`src/rtl/ir_blob_decoder.sv`:
```
// ir_blob_decoder: parses IR-camera extended-mode frames and extracts blob 0 position/size.
// Latency: x/y/size/xy_valid update one clock after the last byte of a frame.
// Backpressure: none; bytes are accepted whenever data_valid is high and are never stalled.
//
// Ports:
//   clk, reset          system clock, synchronous active-high reset
//   sof                 start-of-frame pulse (may coincide with the header byte)
//   data, data_valid    received byte stream from the I2C reader
//   x, y, size          last valid blob 0 position and size (held between updates)
//   xy_valid            one-cycle strobe when x/y/size load
//   tracking            high while a valid blob was seen within TIMEOUT cycles
//   frame_err           one-cycle strobe on an aborted frame or surplus bytes after a frame
module ir_blob_decoder #(
  parameter int NUM_BLOBS = 4,
  parameter int TIMEOUT   = 1200000,
  parameter int RESET_X   = 512,
  parameter int RESET_Y   = 384
) (
  input  logic       clk,
  input  logic       reset,
  input  logic       sof,
  input  logic [7:0] data,
  input  logic       data_valid,
  output logic [9:0] x,
  output logic [9:0] y,
  output logic [3:0] size,
  output logic       xy_valid,
  output logic       tracking,
  output logic       frame_err
);

  localparam int BLOB_BYTES = 3 * NUM_BLOBS;
  localparam int CW         = (BLOB_BYTES > 2) ? $clog2(BLOB_BYTES) : 2;
  localparam int TW         = (TIMEOUT > 1) ? $clog2(TIMEOUT) : 1;

  localparam logic [CW-1:0] LAST_IDX = CW'(BLOB_BYTES - 1);
  localparam logic [TW-1:0] TO_LAST  = TW'(TIMEOUT - 1);

  typedef enum logic [1:0] {IDLE, HEADER, BLOB, DONE} state_t;

  state_t        state;
  logic [CW-1:0] cnt;
  logic [TW-1:0] to_cnt;
  logic          extra_seen;   // surplus byte already flagged for this frame
  logic [7:0]    stg_b0;
  logic [7:0]    stg_b1;
  logic [7:0]    stg_b2;

  // Candidate blob 0. When there is only one blob record the third byte is
  // also the last byte of the frame, so it is taken straight off the bus.
  logic [7:0] b2_now;
  logic [9:0] cand_x;
  logic [9:0] cand_y;
  logic       cand_present;

  always_comb begin
    b2_now       = (cnt == CW'(2)) ? data : stg_b2;
    cand_x       = {b2_now[5:4], stg_b0};
    cand_y       = {b2_now[7:6], stg_b1};
    cand_present = !((cand_x == 10'h3FF) && (cand_y == 10'h3FF));
  end

  always_ff @(posedge clk) begin
    if (reset) begin
      state      <= IDLE;
      cnt        <= '0;
      to_cnt     <= '0;
      extra_seen <= 1'b0;
      stg_b0     <= '0;
      stg_b1     <= '0;
      stg_b2     <= '0;
      x          <= 10'(RESET_X);
      y          <= 10'(RESET_Y);
      size       <= '0;
      xy_valid   <= 1'b0;
      tracking   <= 1'b0;
      frame_err  <= 1'b0;
    end else begin
      xy_valid  <= 1'b0;
      frame_err <= 1'b0;

      // Timeout: saturating count while tracking; a blob update below
      // overrides both the count and the tracking flag.
      if (tracking) begin
        if (to_cnt == TO_LAST) begin
          tracking <= 1'b0;
        end else begin
          to_cnt <= to_cnt + TW'(1);
        end
      end

      if (sof) begin
        // A new frame always wins, even over the last byte of the current one.
        if ((state == HEADER) || (state == BLOB)) begin
          frame_err <= 1'b1;
        end
        cnt        <= '0;
        extra_seen <= 1'b0;
        // A byte arriving with sof is that frame's header byte.
        state      <= data_valid ? BLOB : HEADER;
      end else begin
        case (state)
          IDLE: begin
            // Orphan bytes before any frame are dropped silently.
          end
          HEADER: begin
            if (data_valid) begin
              state <= BLOB;
              cnt   <= '0;
            end
          end
          BLOB: begin
            if (data_valid) begin
              if (cnt == CW'(0)) stg_b0 <= data;
              if (cnt == CW'(1)) stg_b1 <= data;
              if (cnt == CW'(2)) stg_b2 <= data;
              if (cnt == LAST_IDX) begin
                state      <= DONE;
                extra_seen <= 1'b0;
                if (cand_present) begin
                  x        <= cand_x;
                  y        <= cand_y;
                  size     <= b2_now[3:0];
                  xy_valid <= 1'b1;
                  tracking <= 1'b1;
                  to_cnt   <= '0;
                end
              end else begin
                cnt <= cnt + CW'(1);
              end
            end
          end
          DONE: begin
            if (data_valid && !extra_seen) begin
              frame_err  <= 1'b1;
              extra_seen <= 1'b1;
            end
          end
        endcase
      end
    end
  end

endmodule

```
`config.mk`:
```
export PLATFORM = sky130hd
export DESIGN_NAME = ir_blob_decoder
export DESIGN_NICKNAME = d
export VERILOG_FILES = /design/src/rtl/ir_blob_decoder.sv
export SDC_FILE = /design/constraint.sdc
export NUM_CORES = 1
export LEC_CHECK = 0
export ABC_AREA = 1
export BUFFER_PORTS_ARGS = -buffer_cell sky130_fd_sc_hd__buf_2
export CAP_MARGIN = 20
export CORE_MARGIN = 2
export CORE_UTILIZATION = 53
export DETAILED_ROUTE_END_ITERATION = 12
export GPL_TIMING_DRIVEN = 1
export PLACE_DENSITY = 0.79
export SYNTH_ARGS = -nofsm -noshare
export SYNTH_HDL_FRONTEND = slang
export SYNTH_SLANG_ARGS = --single-unit
```
`constraint.sdc`:
```
create_clock -name clk -period 5.7 [get_ports clk]
set_clock_uncertainty 0.1 [all_clocks]
set_input_delay 0.285 -clock clk [delete_from_list [all_inputs] [get_ports clk]]
set_output_delay 0.285 -clock clk [all_outputs]
set_load 0.02 [all_outputs]
```
==> impl_metrics.csv <==
group,metric,value,unit
status,status,"finished clean",
power_and_ir_drop,power_density,254,nW/um^2
clocking,cts_hold_buffers,0,
global_route,grt_pass1_vias,3420,
global_route,track_usage,22.5,%
cells_and_area,syn_to_final_growth,11.5,%
drt,drcViolationCount,0,
clocking,clkTransAtPathRegs,90,ps
synthesis,ys_ff_latch,79,
timing,holdWs,95.7,ps
power_and_ir_drop,switchingPower,257,uW
timing,tns,0,ps
clocking,clockBufferDepth,2,
drt,routed_via_density,5.27,
placed_design,hpwl,6390,um
drt,wire_per_inst,12.6,um
cells_and_area,fill_cells,676,
setup_path,path_delay_family,"simple AND/OR/NAND/NOR gates",
power_and_ir_drop,seq_power_share,50.2,%
setup_path,cp_num_buf_inv,1,
drt,drtPass1Iterations,4,
power_and_ir_drop,switching_share,22.8,%
floorplanning,initial_utilization,54.7,%
global_route,grt_pass1_wl,15100,um
synthesis,synth_top_area_cell,"dfxtp_1",
setup_path,arrival,2630,ps
synthesis,synthTopCellsByArea,"dfxtp_1 40%, nand2_1 10%, nor2_1 8.4%",
floorplanning,die_area,8190,um^2
clocking,clk_latency,360,ps
synthesis,synth_cells,570,
cells_and_area,num-nets-final,620,
floorplanning,pin_count,39,
timing,rsz0062_at_grt,"false",
clocking,numCtsBuffers,9,
placed_design,place.gp.congestion,0.871,
clocking,cts_root_buf,"clkbuf_8",
power_and_ir_drop,clockPowerShare,44.8,%
global_route,grt_antenna_before_repair,0,
timing,max_freq,0.405,GHz
flow_run,cap_violations,0,
setup_path,crit_path_frequent_cell,"nand2_1",
drt,vias,3705,
placed_design,port_buffers,38,
cells_and_area,drive_gt1_share,13.1,%
drt,drt_iter0_drc,309,
setup_path,max_stage_delay,370,ps
cells_and_area,final_cells,703,
synthesis,synth.distinct_cells,27,
setup_path,endpoint_kind,"flop",
timing,fin_crit,2470,ps
synthesis,syn_nets,590,
setup_path,cpMaxStageDelayCell,"dfxtp_1",
clocking,h-tree-depth,3,
floorplanning,die-width,90.5,um
clocking,clock-sinks,79,
cells_and_area,regArea,1580,um^2
timing,slew_viol_final,0,
clocking,ctsResizeCount,0,
timing,hold_viol,0,
synthesis,ys_seq_area_share,39.9,%
power_and_ir_drop,ir_drop,0.000151,V
setup_path,required,5860,ps
drt,ant_nets,0,
synthesis,syn_area,3970,um^2
timing,worstMarginPinSlew,957,ps
power_and_ir_drop,combPwrFrac,5.0,%
synthesis,synth_top_area_share,39.9,%
min_path,hold_path.class,"in2reg",
timing,setup_viol_count_final,0,
setup_path,critPathLaunchType,"flop",
timing,relSlewSlack,36.1,%
timing,fin_crit_sh,43.3,%
power_and_ir_drop,internal_power,866,uW
floorplanning,core_area,7250,um^2
synthesis,yosys_warnings,0,
floorplanning,rows,31,
synthesis,avgSynthCellArea,6.96,um^2
cells_and_area,multiInputGateArea,2000,um^2
power_and_ir_drop,leakage,0.00199,uW
setup_path,crit_fanout,27,
floorplanning,die_h,90.5,um
cells_and_area,num_antenna_cells,0,
setup_path,critPathKind,"reg2reg",
clocking,cts_setup_buffers,0,
global_route,grt_max_degree,64,
drt,routed_wl,8880,um
setup_path,crit_chain,"inv_1 -> ha_1 -> nand2_2 -> nand2_1 -> nand2_1 -> nand2_1 -> nor2_4 -> nand2_4 -> nand2_8 -> nand2_4 -> nor2_1",
global_route,grt_remaining_overflow,0,
clocking,cts_tree,"done",
placed_design,dp.cells,687,
## flip-flops by register name (all words and copies together), names as in the netlist
register,flops
to_cnt,21
x,10
y,10
stg_b0,8
stg_b1,8
stg_b2,8
cnt,4
size,4
state,2
extra_seen,1
frame_err,1
tracking,1
xy_valid,1
## cell families (layout without fill, tap and decap cells)
kind of cell / after synthesis / after routing / share of synthesized area, %
simple gates: 311 / 311 / 36.8
buf+inv: 91 / 125 / 9.68
flops: 79 / 79 / 39.9
compound gates: 72 / 72 / 9.18
xor+xnor: 9 / 9 / 1.99
fa+ha+maj: 8 / 8 / 2.52
## layout by cell type, fill, tap and decap left out
master	count
o21ai_0	34
buf_2	38
inv_2	1
or2_2	2
inv_1	68
clkinv_4	1
o21ai_2	1
dfxtp_1	79
xor2_1	9
clkbuf_8	9
nand2_2	3
nand3_1	55
nand2_4	2
clkinv_1	1
nor2_4	12
buf_8	1
ha_1	8
a21oi_1	37
nor3_1	4
nand3b_1	1
nor2_2	2
nand4_1	30
nand2_1	110
bufinv_16	3
nand2_8	1
buf_4	1
inv_6	2
nor2_1	89
## per-layer routing
layer | GRT usage [%] | up-vias | wire [um]
met4 | 8.08 | 0 | 124
met5 | 0 | - | 0
met2 | 34.8 | 102 | 4000
met1 | 30.1 | 1695 | 4220
li1 | - | 1898 | -
met3 | 6.43 | 10 | 538
## path summary, 6_finish.rpt
check	startpoint	endpoint	slack (ps)	cells past startpoint
min	data[0]	stg_b0[0]	100	3
max	cnt[0]	to_cnt[18]	3230	11
max reg2reg	cnt[0]	to_cnt[18]	3230	11
min reg2reg	x[9]	x[9]	370	2
## synthesized netlist by cell type (all sizes together)
master / count
clkbuf: 8
nand4: 30
nand2: 116
nor2: 103
a21oi: 37
buf: 13
dfxtp: 79
nor3: 4
ha: 8
or2: 2
xor2: 9
nand3: 55
o21ai: 35
inv: 69
nand3b: 1
clkinv: 1
## area by class of cell
class / count / area share (%)
Timing Repair Buffer: 40 / 4.81
Clock buffer: 9 / 2.80
Sequential cell: 79 / 35.8
Tap cell: 99 / 2.80
Clock inverter: 6 / 2.63
Inverter: 70 / 5.94
Multi-Input combinational cell: 400 / 45.3
## power by group through the flow
| stage | Clock (uW) | Sequential [uW] | Combinational, uW |
|---|---|---|---|
| 2_1_floorplan | 0 | 575 | 42.1 |
| 3_3_place_gp | 0 | 576 | 54.0 |
| 3_5_place_dp | 0 | 576 | 55.4 |
| 4_1_cts | 512 | 563 | 55.8 |
| 5_1_grt | 537 | 564 | 64.4 |
| 6_report | 503 | 563 | 56.7 |
## worst register-to-register path, stage by stage, from the launching register on
cell	delay (ps)
dfxtp_1	370
inv_1	110
ha_1	250
nand2_2	230
nand2_1	80
nand2_1	120
nand2_1	100
nor2_4	110
nand2_4	190
nand2_8	240
nand2_4	270
nor2_1	230
## stage by stage
| stage | setup slack (ps) | total power, uW | cell area (um^2) | util, % |
|---|---|---|---|---|
| detailed placement | 2900 | 631 | 4170 | 57.5 |
| global route | 2930 | 1170 | 4420 | 61.0 |
| finish | 3230 | 1120 | 4420 | 61.0 |
| global placement | 3010 | 630 | 4170 | 57.5 |
| floorplan | 3920 | 617 | 3970 | - |
| CTS | 2870 | 1130 | 4410 | 60.8 |
Power figures use the tool's default switching activity.
